$ cat src/rtl/gpu_pkg.sv
// Instruction-stream definitions shared by the controller and the blocks that
// execute its instructions.
package gpu_pkg;

    typedef enum logic [3:0] {
        OP_NOP       = 4'd0,
        OP_SMA       = 4'd1,
        OP_LOADI     = 4'd2,
        OP_LOAD      = 4'd3,
        OP_SENDL     = 4'd4,
        OP_WRITE     = 4'd5,
        OP_WRITEB    = 4'd6,
        OP_LOADB     = 4'd7,
        OP_OR        = 4'd8,
        OP_SENDITERS = 4'd9
    } isa_t;

    // Field positions within an MSB-first [0:31] instruction word.
    localparam int OP_MSB  = 0;
    localparam int OP_LSB  = 3;
    localparam int RA_MSB  = 4;
    localparam int RA_LSB  = 7;
    localparam int IMM_MSB = 8;
    localparam int IMM_LSB = 23;
    localparam int RB_MSB  = 24;
    localparam int RB_LSB  = 27;

    typedef enum logic [1:0] {
        ST_IDLE,
        ST_RD1,
        ST_RD2,
        ST_CAPTURE
    } dispatch_state_t;

endpackage

$ cat src/rtl/load_ramp.sv
// Produces base + i*diff for every FMA lane i, wrapping modulo 2^W.
module load_ramp #(
    parameter int W         = 16,
    parameter int FMA_COUNT = 2
) (
    input  logic [W-1:0]           base,
    input  logic [W-1:0]           diff,
    output logic [FMA_COUNT*W-1:0] ramp
);

    always_comb begin
        for (int i = 0; i < FMA_COUNT; i++) begin
            ramp[i*W +: W] = base + W'(i) * diff;
        end
    end

endmodule

$ cat src/rtl/memory_dispatch.sv
// Memory-side executor for the data-movement opcodes: owns the line buffer,
// drives the data-cache BRAM port and strobes operands into the FMA array.
module memory_dispatch
    import gpu_pkg::*;
#(
    parameter int INSTRUCTION_WIDTH = 32,
    parameter int PRIVATE_REG_WIDTH = 16,
    parameter int DATA_CACHE_WIDTH  = 16,
    parameter int DATA_CACHE_DEPTH  = 4096,
    parameter int FMA_COUNT         = 2
) (
    input  logic                                   clk_in,
    input  logic                                   rst_n_in,
    input  logic [0:INSTRUCTION_WIDTH-1]           instr_in,
    input  logic [PRIVATE_REG_WIDTH-1:0]           reg_a_in,
    input  logic [PRIVATE_REG_WIDTH-1:0]           reg_b_in,
    input  logic [PRIVATE_REG_WIDTH-1:0]           reg_c_in,
    input  logic                                   instr_valid_in,
    output logic                                   ready_out,
    output logic                                   dropped_out,
    output logic                                   cache_en_out,
    output logic                                   cache_we_out,
    output logic [$clog2(DATA_CACHE_DEPTH)-1:0]    cache_addr_out,
    output logic [3*FMA_COUNT*DATA_CACHE_WIDTH-1:0] cache_din_out,
    input  logic [3*FMA_COUNT*DATA_CACHE_WIDTH-1:0] cache_dout_in,
    output logic [FMA_COUNT*DATA_CACHE_WIDTH-1:0]  fma_a_out,
    output logic [FMA_COUNT*DATA_CACHE_WIDTH-1:0]  fma_b_out,
    output logic [FMA_COUNT*DATA_CACHE_WIDTH-1:0]  fma_c_out,
    output logic                                   fma_replace_c_out,
    output logic                                   fma_valid_out,
    output logic                                   fma_write_out
);

    localparam int W     = DATA_CACHE_WIDTH;
    localparam int AW    = $clog2(DATA_CACHE_DEPTH);
    localparam int WORDS = 3 * FMA_COUNT;
    localparam int LW    = WORDS * W;

    dispatch_state_t state, state_next;
    isa_t                    op;
    logic [3:0]              ra, rb;
    logic [15:0]             imm;
    logic                    accept;
    logic [LW-1:0]           line_buf, line_next, fma_src;
    logic [FMA_COUNT*W-1:0]  ramp;
    logic [AW-1:0]           addr_reg;
    logic                    pend_writeb, pend_replace, pend_valid;
    logic                    fma_load, replace_next, valid_next;
    logic                    unused_ok;

    assign op     = isa_t'(instr_in[OP_MSB:OP_LSB]);
    assign ra     = instr_in[RA_MSB:RA_LSB];
    assign imm    = instr_in[IMM_MSB:IMM_LSB];
    assign rb     = instr_in[RB_MSB:RB_LSB];
    assign unused_ok = ^{reg_a_in, reg_c_in, instr_in[RB_LSB+1:INSTRUCTION_WIDTH-1]};

    assign ready_out = (state == ST_IDLE);
    assign accept    = instr_valid_in & ready_out;

    // addr_reg is the single address register behind the BRAM port.
    assign cache_addr_out = addr_reg;

    load_ramp #(.W(W), .FMA_COUNT(FMA_COUNT)) u_load_ramp (
        .base (W'(reg_b_in)),
        .diff (W'(imm)),
        .ramp (ramp)
    );

    always_ff @(posedge clk_in or negedge rst_n_in) begin
        if (!rst_n_in) state <= ST_IDLE;
        else           state <= state_next;
    end

    always_comb begin
        state_next = state;
        case (state)
            ST_IDLE:    if (accept && (op == OP_SMA || op == OP_WRITEB)) state_next = ST_RD1;
            ST_RD1:     state_next = ST_RD2;
            ST_RD2:     state_next = ST_CAPTURE;
            ST_CAPTURE: state_next = ST_IDLE;
            default:    state_next = ST_IDLE;
        endcase
    end

    always_comb begin
        line_next = line_buf;
        if (accept && op == OP_LOADI) begin
            for (int w = 0; w < WORDS; w++) begin
                if (int'(ra) == w) line_next[w*W +: W] = W'(imm);
            end
        end else if (accept && op == OP_LOAD) begin
            for (int i = 0; i < FMA_COUNT; i++) begin
                for (int s = 0; s < 3; s++) begin
                    if (int'(ra) == s) line_next[(3*i+s)*W +: W] = ramp[i*W +: W];
                end
            end
        end else if (state == ST_CAPTURE && !pend_writeb) begin
            line_next = cache_dout_in;
        end
    end

    // WRITE sources the FMA operands from line_buf, WRITEB from the captured read.
    always_comb begin
        fma_load     = (accept && op == OP_WRITE) || (state == ST_CAPTURE && pend_writeb);
        fma_src      = (state == ST_CAPTURE) ? cache_dout_in : line_buf;
        replace_next = (state == ST_CAPTURE) ? pend_replace : |ra;
        valid_next   = (state == ST_CAPTURE) ? pend_valid : |rb;
    end

    always_ff @(posedge clk_in or negedge rst_n_in) begin
        if (!rst_n_in) begin
            line_buf          <= '0;
            addr_reg          <= '0;
            dropped_out       <= 1'b0;
            cache_en_out      <= 1'b0;
            cache_we_out      <= 1'b0;
            cache_din_out     <= '0;
            fma_a_out         <= '0;
            fma_b_out         <= '0;
            fma_c_out         <= '0;
            fma_replace_c_out <= 1'b0;
            fma_valid_out     <= 1'b0;
            fma_write_out     <= 1'b0;
            pend_writeb       <= 1'b0;
            pend_replace      <= 1'b0;
            pend_valid        <= 1'b0;
        end else begin
            cache_en_out  <= 1'b0;
            cache_we_out  <= 1'b0;
            fma_write_out <= 1'b0;
            line_buf      <= line_next;
            if (instr_valid_in && !ready_out) dropped_out <= 1'b1;
            if (accept) begin
                case (op)
                    OP_SMA: begin
                        addr_reg     <= imm[AW-1:0];
                        cache_en_out <= 1'b1;
                        pend_writeb  <= 1'b0;
                    end
                    OP_WRITEB: begin
                        addr_reg     <= imm[AW-1:0];
                        cache_en_out <= 1'b1;
                        pend_writeb  <= 1'b1;
                        pend_replace <= |ra;
                        pend_valid   <= |rb;
                    end
                    OP_SENDL: begin
                        addr_reg      <= imm[AW-1:0];
                        cache_en_out  <= 1'b1;
                        cache_we_out  <= 1'b1;
                        cache_din_out <= line_buf;
                    end
                    default: ;
                endcase
            end
            if (fma_load) begin
                for (int i = 0; i < FMA_COUNT; i++) begin
                    fma_a_out[i*W +: W] <= fma_src[(3*i)*W +: W];
                    fma_b_out[i*W +: W] <= fma_src[(3*i+1)*W +: W];
                    fma_c_out[i*W +: W] <= fma_src[(3*i+2)*W +: W];
                end
                fma_replace_c_out <= replace_next;
                fma_valid_out     <= valid_next;
                fma_write_out     <= 1'b1;
            end
        end
    end

endmodule
$ cat config.mk
export PLATFORM = sky130hd
export DESIGN_NAME = memory_dispatch
export DESIGN_NICKNAME = d
export VERILOG_FILES = /design/src/rtl/gpu_pkg.sv /design/src/rtl/load_ramp.sv /design/src/rtl/memory_dispatch.sv
export SDC_FILE = /design/constraint.sdc
export NUM_CORES = 1
export LEC_CHECK = 0
export CORE_UTILIZATION = 49
export DETAILED_ROUTE_END_ITERATION = 8
export PLACE_DENSITY = 0.88
export SYNTH_ARGS = -nofsm -noshare
export SYNTH_HDL_FRONTEND = slang
export SYNTH_SLANG_ARGS = --single-unit
$ cat constraint.sdc
create_clock -name clk_in -period 2.7 [get_ports clk_in]
set_input_delay 0.81 -clock clk_in [delete_from_list [all_inputs] [get_ports clk_in]]
set_output_delay 0.81 -clock clk_in [all_outputs]
set_load 0.02 [all_outputs]
== Yosys cells after proc, flatten, opt, wreduce, memory -nomap -nowiden ==
Index checks and enable logic that the tools add are counted.

* Register bits: 311
* Bits in latches: 0
* Bits in writable memories: 0
* ROM bits: 0
* Input bits: 179
* Output and inout port bits: 211
* Logic and storage cells: 104
* Memories kept: 0

* Add/subtract/negate cells: 1
* Multipliers: 0
* Divide/modulo/power cells: 0
* $lt $le $gt $ge: 0
* Eq/ne operators: 27
* Shift-type cells: 0
* Multiplexer cells: 26
* Bitwise operators: 1
* Reduce and logical (&&, ||, !) cells: 28

{| class="wikitable"
|+ Operators with widths
! operator !! count
|-
| $mux 96 || 4
|-
| $mux 16 || 12
|-
| $eq 4x3->1 const B || 5
|-
| $reduce_and 3->1 || 6
|-
| $add 16x16->16 || 1
|-
| $ne 2x1->1 const B || 7
|-
| $eq 4x2->1 const B || 3
|-
| $ne 3x3->1 const B || 3
|-
| $eq 4x4->1 const B || 2
|-
| $pmux 2 s4 || 1
|-
| $reduce_and 2->1 || 4
|-
| $reduce_or 4->1 || 2
|-
| $logic_and 1x1->1 || 7
|-
| $mux 1 || 7
|-
| $ne 2x2->1 const B || 3
|-
| $eq 2x2->1 const B || 2
|-
| $eq 4x1->1 const B || 1
|-
| $logic_not 4->1 || 1
|-
| $reduce_bool 3->1 || 1
|-
| $reduce_or 3->1 || 1
|-
| $eq 2x1->1 const B || 1
|-
| $logic_not 1->1 || 2
|-
| $logic_not 2->1 || 1
|-
| $logic_or 1x1->1 || 2
|-
| other kinds (4) || 4
|}

== Longest topological paths before layout ==
Gate-level depths: netlist (run 1).

* Depth in word-level cells: 5
* Depth in mapped cells: 11
* Depth with buffers taken out: 9

== Hierarchy ==
From an unflattened synthesis (run 1), not the netlist that was laid out.

* Cells, all modules: 1362
* Area total of the unflattened synthesis: 14780.4 µm²

{| class="wikitable"
|+ By module, submodules not included
! module !! times used !! cells an instance !! area each (µm²) !! sequential area each (µm²)
|-
| memory_dispatch || 1 || 1245 || 13914.6 || 7782.5
|-
| load_ramp || 1 || 117 || 865.8 || 0.0
|}

== Least setup slack after synthesis (run 1) ==
Ideal clock, no wire load.

* Kind: input to register
* From: input port instr_in[23] in the netlist's numbering
* To: register line_buf[60]
* Library setup time: 0.082 ns
* Arrival: 2.735 ns
* Data required time: 2.618 ns
* Setup slack: -0.116 ns
* Stages on the path: 9
* Buffers on the path: 0
* Path through: ha_1 fa_1 a21o_1 a221oi_2 o21ai_1 a221oi_2 xnor2_1 nand3_1 a31oi_1

* Longest elaborated chain between the ends: 4

{| class="wikitable"
|+ RTL lines
! item !! RTL line !! RTL
|-
| from (decl) || memory_dispatch.sv:14 || <nowiki>input logic [0:INSTRUCTION_WIDTH-1] instr_in,</nowiki>
|-
| $add 16x16->16 || load_ramp.sv:13 || <nowiki>ramp[i*W +: W] = base + W'(i) * diff;</nowiki>
|-
| $mux 16 || memory_dispatch.sv:94 || <nowiki>if (int'(ra) == s) line_next[(3*i+s)*W +: W] = ramp[i*W +: W];</nowiki>
|-
| $mux 96 || memory_dispatch.sv:91 || <nowiki>end else if (accept && op == OP_LOAD) begin</nowiki>
|-
| $mux 96 || memory_dispatch.sv:87 || <nowiki>if (accept && op == OP_LOADI) begin</nowiki>
|-
| to (signal assigned) || memory_dispatch.sv:131 || <nowiki>line_buf <= line_next;</nowiki>
|-
| to (decl) || memory_dispatch.sv:44 || <nowiki>logic [LW-1:0] line_buf, line_next, fma_src;</nowiki>
|}

No other way between the ends. The select of a mux whose other input is x is not followed.
A chain may end at the register's enable or synchronous reset.

== Worst setup path after layout (run 1) ==
* From: input port instr_in[19] in the netlist's numbering
* To: register line_buf[73]

The elaborated chain is that of the path after synthesis.

==> key figures, run 1 <==
Route
  – Routed wire length: 49.18 mm
  – Antenna Violating Nets Remaining: 0
  – First-pass DRT Iterations: 5
  – Vias per inst: 5.693
  – Via count: 13,480
  – DR iter-0 viols: 1,363
  – DR WL/cell: 20.77 um
  – DRC: 0

Global routing
  – Met3 Use GR: 7.547%
  – GR Util met1: 41.51%
  – GR peak layer: met2
  – Global route overflow: 0
  – Tot GR Track Use: 33.05%
  – Met2 usage: 54.53%
  – First-pass GRT wire length: 74.36 mm
  – Largest net degree at the start of global routing: 77
  – Vias in the first global route: 13,580
  – Antenna violations before repair: 4

Synth
  – Synth Instances: 1,534
  – Mapped Nets: 1,733
  – Share of the synthesized area in the top cell type: 55.18%
  – Synth warn: 0
  – Area fraction in and, or, nand and nor cells after synthesis: 17.72%
  – Ys flop type: dfrtp_1
  – Seq/Total Area, Yosys: 55.18%
  – Synth Area in Adders: 1.828%
  – Cell taking the most area after synthesis: dfrtp_1
  – Synth top cells by count: nand2_1, dfrtp_1, a21oi_1
  – Cell area after synthesis: 14,100 um^2
  – Register bit total from synthesis: 311
  – Multiplexer share of the synthesized area: 7.319%
  – Post-synth EDFFs: 0
  – Largest cells by area after synthesis: dfrtp_1, nand2_1, a21oi_1
  – Top-count cell post-synth: nand2_1
  – FFs w/ async S/R, synth: 100.0%
  – Synth Area in Compound Gates: 14.13%
  – Combinational family with the most area after synthesis: simple AND/OR/NAND/NOR gates
  – Mean post-synth cell area: 9.194 um^2
  – Unique masters post-synth: 57
  – Post-synthesis xor/xnor area fraction: 0.6831%

Clock network
  – Clock buffer depth: 3
  – Skew-Pair Late Insertion Delay: 0.51 ns
  – CTS clk-pin slew, worst paths: 0.06 ns
  – CTS Buf Count: 34
  – Clk sinks: 311
  – H-tree Lvls: 2
  – Post-CTS Hold Fix Bufs: 0
  – CTS tree: built
  – Root buf cell: clkbuf_16

Cells and area
  – Post-layout util: 72.50%
  – Fin cells: 2,368
  – Layout cell share with drive strength beyond 1: 11.42%
  – Post-layout nets: 2,165
  – Layout Area Growth over Synthesis: 43.99%

Floorplanning
  – FP Rows: 61
  – Area of the core: 28,010 um^2
  – Initial core utilization: 50.35%
  – Die W: 171.7 um
  – Top-Level Pins: 390
  – Chip height: 171.7 um
  – Die area: 29,470 um^2

STA
  – Max-slew violation count: 0
  – FMAX: 378.8 MHz
  – Worst Tran Pin Value: 1.063 ns
  – Min Tclk post-route: 2.640 ns
  – Final setup vio count: 0
  – Final hold violation count: 0
  – Slew margin rel.: 29.12%
  – Fin crit share: 97.79%
  – Final Skew: 0.01620 ns
  – Sum Neg Setup Slack: 0 ns

Worst setup path
  – CP Capture Type: flip-flop
  – CP max stage cell: a21oi_2
  – Crit-path max FO: 3
  – Kind of critical path: in2reg
  – Max stage delay on crit path: 0.37 ns
  – CP top delay family: compound AO/OA/AOI/OAI gates
  – Critical Path, Cell by Cell: dlygate4sd2_1 -> ha_1 -> a21o_1 -> a31oi_2 -> and2_1 -> o21ai_0 -> buf_4 -> mux2i_1 -> a21oi_2 -> o21ai_0
  – WP data required: 3.06 ns
  – Arr. time, crit path: 3.00 ns
  – Crit start category: primary input
  – CP most frequent cell: o21ai_0
  – Worst path bufs/invs: 2

Placement
  – Gpl congestion: 0.8962
  – Inst Count DP: 2,300
  – Port Buffers: 353
  – HPWL Detailed: 34.16 mm

Min path
  – Min-delay worst type: in2async

Power and ir drop
  – PwrDens: 1122 nW/um^2
  – VDD IR max: 0.7090 mV
  – Power, Total: 22.78 mW
  – Leakage: 9.273 nW

Run status
  – Run status: completed

Run
  – Max-cap violation count: 0
-- final timing paths --
kind / start / end / slack (ns) / cells past startpoint
max: instr_in[19] / line_buf[73] / 0.06 / 10
min: rst_n_in / line_buf[26] / 0.18 / 1
max reg2reg: state[0] / line_buf[74] / 0.14 / 10
min reg2reg: dropped_out / dropped_out / 0.47 / 1
max in group asynchronous: rst_n_in / line_buf[52] / 1.78 / 2
min in group clk_in: dropped_out / dropped_out / 0.47 / 1
-- power by group --
| group | switching (mW) | total [mW] | leakage (nW) | internal, mW |
|---|---|---|---|---|
| logic | 5.37 | 9.95 | 4.88 | 4.58 |
| registers | 1.50 | 8.29 | 3.88 | 6.79 |
| clock network | 1.84 | 4.54 | 0.521 | 2.69 |
-- cell type report --
cell class	instances	area (um^2)
Tap cell	378	473.0
Timing Repair Buffer	491	4851
Sequential cell	311	7782
Fill cell	1931	7704
Clock buffer	54	1027
Multi-Input combinational cell	1118	6081
Clock inverter	3	46.29
Antenna cell	3	7.507
Inverter	10	38.79
-- metal layers --
metal | wire [um] | up-vias
met5 | 13 | -
met4 | 2194 | 2
met3 | 4244 | 166
met2 | 23630 | 719
met1 | 19100 | 6567
li1 | - | 6026
-- through the flow --
step / area [um^2] / hold WS [ns] / setup WS (ns)
after floorplan: 14120 / 0.4600 / 0.005593
after global placement: 19010 / 0.4410 / -0.6822
after detailed placement: 19010 / 0.4488 / -0.7551
after CTS: 20150 / 0.1712 / 0.004138
after global routing: 20300 / 0.1865 / -0.01250
final: 20310 / 0.1789 / 0.05980
-- what timing repair did --
action                     CTS  global route
setup buffers                6             2
pin swaps                    7            13
setup endpoints to repair   32            30
cloned                       0             0
resized for setup           11            29
-- layout by cell type, fill, tap and decap left out, types with 3 or more instances in the layout --
cell type,count
nor2_1,155
nand2_1,406
dfrtp_1,311
nand3b_1,5
and3_1,4
a21o_1,8
ha_1,12
nand3_1,5
mux2i_1,102
a31oi_1,13
nor2b_1,7
o21ai_0,82
clkbuf_16,35
ha_4,6
o22a_1,3
a21oi_2,5
xnor2_1,9
clkdlybuf4s50_1,335
a31oi_2,3
inv_1,9
o21ai_1,4
buf_12,21
clkbuf_8,8
a21oi_1,222
dlygate4sd2_1,4
nor3b_1,4
clkbuf_1,11
nand2b_1,11
o211ai_1,3
buf_4,116
dlymetal6s2s_1,10
o22ai_1,4
diode_2,3
-- registers in the layout, summed over array words and instances, names as in the netlist --
name and count:
cache_din_out 96, line_buf 96, fma_a_out 32, fma_b_out 32, fma_c_out 32, cache_addr_out 12
state 2, cache_en_out 1, cache_we_out 1, dropped_out 1, fma_replace_c_out 1, fma_valid_out 1
fma_write_out 1, pend_replace 1, pend_valid 1, pend_writeb 1
-- cells by family after synthesis --
kind of cell,after synthesis
DFF,311
adders and majority gates,20
buffers and inverters,105
AOI/OAI and AO/OA,367
muxes,103
xor gates and xnor gates,11
and+or+nand+nor,617
No activity file was read; power rests on OpenSTA's default activity.
==> run 2: changes to the inputs <==
- CORE_ASPECT_RATIO: not set -> 1.1
- CTS_BUF_LIST: not set -> sky130_fd_sc_hd__clkbuf_16
==> run 2 against run 1 <==
Worst hold slack better by 0.036 ns. Non-clock buffer count is 4 lower. Design area is 0.30% lower. Maximum frequency is 0.57% lower. Largest power group unchanged.
==> key figures, run 2 (same netlist as run 1, synthesis figures left out) <==
Worst setup path
  – Crit start category: primary input
  – Kind of critical path: in2reg
  – Critical Path, Cell by Cell: clkdlybuf4s50_1 -> ha_1 -> a21oi_2 -> o21ai_2 -> and3_1 -> o311ai_2 -> nor3b_1 -> a221oi_1 -> buf_4 -> a31oi_1
  – CP max stage cell: clkdlybuf4s50_1
  – Worst path bufs/invs: 2
  – CP Capture Type: flip-flop
  – Reg2Reg Setup Slack: 0.18 ns
  – Worst reg2reg path endpoint: line_buf[79]
  – Arr. time, crit path: 3.06 ns
  – Worst r2r src: state[0]
  – Worst Setup SP: instr_in[17]
  – WP data required: 3.11 ns
  – Crit-path max FO: 4
  – Max stage delay on crit path: 0.43 ns
  – Worst reg2reg path depth: 10
  – CP top delay family: compound AO/OA/AOI/OAI gates

Global routing
  – Global route overflow: 0
  – GR Util met1: 39.46%
  – Met3 Use GR: 5.584%
  – GR peak layer: met2
  – Vias in the first global route: 13,670
  – First-pass GRT wire length: 74.60 mm
  – Largest net degree at the start of global routing: 72
  – Met2 usage: 53.46%
  – Antenna violations before repair: 8
  – Tot GR Track Use: 32.64%

Cells and area
  – Post-layout nets: 2,158
  – Layout Area Growth over Synthesis: 43.55%
  – FF+latch area: 7782 um^2
  – Layout cell share with drive strength beyond 1: 11.06%
  – Most common cell after layout, fill and taps aside: nand2_1
  – Multi-input gate area: 6073 um^2
  – Layout fillers: 1,920
  – Highest-count cells in the layout ignoring fill and taps: nand2_1, clkdlybuf4s50_1, dfrtp_1, a21oi_1, nor2_1
  – Regs by FF count: cache_din_out (96), line_buf (96)
  – Fin cells: 2,353
  – Post-layout util: 72.24%

Power and ir drop
  – VDD IR max: 0.7176 mV
  – PwrDens: 1118 nW/um^2
  – Leakage: 9.242 nW
  – Power, Total: 22.64 mW

Clock network
  – Clock buffer depth: 3
  – CTS tree: built
  – H-tree Lvls: 1
  – Root buf cell: clkbuf_16
  – CTS Buf Count: 31
  – Clk sinks: 311
  – Post-CTS Hold Fix Bufs: 0
  – Skew-Pair Late Insertion Delay: 0.56 ns
  – CTS clk-pin slew, worst paths: 0.06 ns

Route
  – Vias per inst: 5.745
  – First-pass DRT Iterations: 5
  – Via count: 13,520
  – Antenna Violating Nets Remaining: 0
  – DR WL/cell: 20.65 um
  – DRC: 0
  – Routed wire length: 48.59 mm
  – DR iter-0 viols: 1,244

STA
  – FMAX: 376.6 MHz
  – Final setup vio count: 0
  – Worst Hold Margin: 0.2152 ns
  – Sum Neg Setup Slack: 0 ns
  – Slew margin rel.: 42.62%
  – Worst Tran Pin Value: 0.8607 ns
  – RSZ-0062 raised after global routing: true
  – Fin crit share: 98.34%
  – Final Skew: 0.01084 ns
  – Min Tclk post-route: 2.655 ns
  – Max-slew violation count: 0
  – Final hold violation count: 0

Floorplanning
  – Chip height: 179.9 um
  – FP Rows: 64
  – Die area: 29,470 um^2
  – Die W: 163.8 um
  – Area of the core: 28,030 um^2
  – Initial core utilization: 50.32%
  – Top-Level Pins: 390

Min path
  – Min-delay worst type: in2async

Placement
  – Port Buffers: 353
  – HPWL Detailed: 34.65 mm
  – Inst Count DP: 2,286
  – Gpl congestion: 0.9016

Run status
  – Run status: completed

Run
  – Max-cap violation count: 0
run 2: cell count changes in the layout (fill, tap and decap cells not counted), moves of 4 or more:
cell	previous run	this run
buf_4	116	105
clkbuf_1	11	0
buf_12	21	29
clkbuf_8	8	0
clkinv_1	0	8
inv_1	9	17
diode_2	3	9
clkbuf_16	35	31
clkdlybuf4s50_1	335	339
run 2: metal layers:
metal,up-vias,wire (um)
met5,-,0
met2,712,23490
li1,6023,-
met4,0,3537
met1,6581,18070
met3,202,3491
run 2: layout make-up:
class	count	area share, %
antenna	9	0.1112
clock buffer	31	3.832
clock inverter	24	0.9147
inverter	10	0.1916
multi-input combinational	1118	30.00
sequential	311	38.44
tap	363	2.243
timing repair buffer	487	24.27
run 2: through the flow:
| step | setup slack (ns) | instance area, um^2 |
|---|---|---|
| 2_1_floorplan | 0.005593 | 14120 |
| 3_3_place_gp | -0.6883 | 19110 |
| 3_5_place_dp | -0.7743 | 19110 |
| 4_1_cts | -0.01189 | 20100 |
| 5_1_grt | -0.06172 | 20240 |
| 6_report | 0.04481 | 20250 |
run 2: worst max path at each step:
stage | end | cells after the start
after global placement | line_buf[78] | 10
after detailed placement | line_buf[94] | 10
after CTS | line_buf[73] | 10
after global routing | line_buf[79] | 10
after floorplan | line_buf[60] | 9
final | line_buf[79] | 10
run 2: power breakdown:
group / internal, mW / leakage [nW] / switching [mW]
Combinational: 4.72 / 4.87 / 5.44
Sequential: 6.78 / 3.88 / 1.53
Clock: 2.35 / 0.496 / 1.82
run 2: worst register-to-register path, cell delays in order, from the launching register on:
cell and delay [ns]:
dfrtp_1 0.41, inv_1 0.14, ha_1 0.24, nand2_1 0.10, or2_4 0.25, nor3b_4 0.38
nand2_1 0.17, nor4_2 0.27, a221oi_1 0.12, buf_4 0.16, a31oi_1 0.18
run 2: what timing repair did:
item                                   CTS  global route
gates resized for setup                  9            30
pin swaps                                6            14
setup endpoints to repair               20            27
endpoints found under the hold margin    0             0
buffers inserted                         1             2
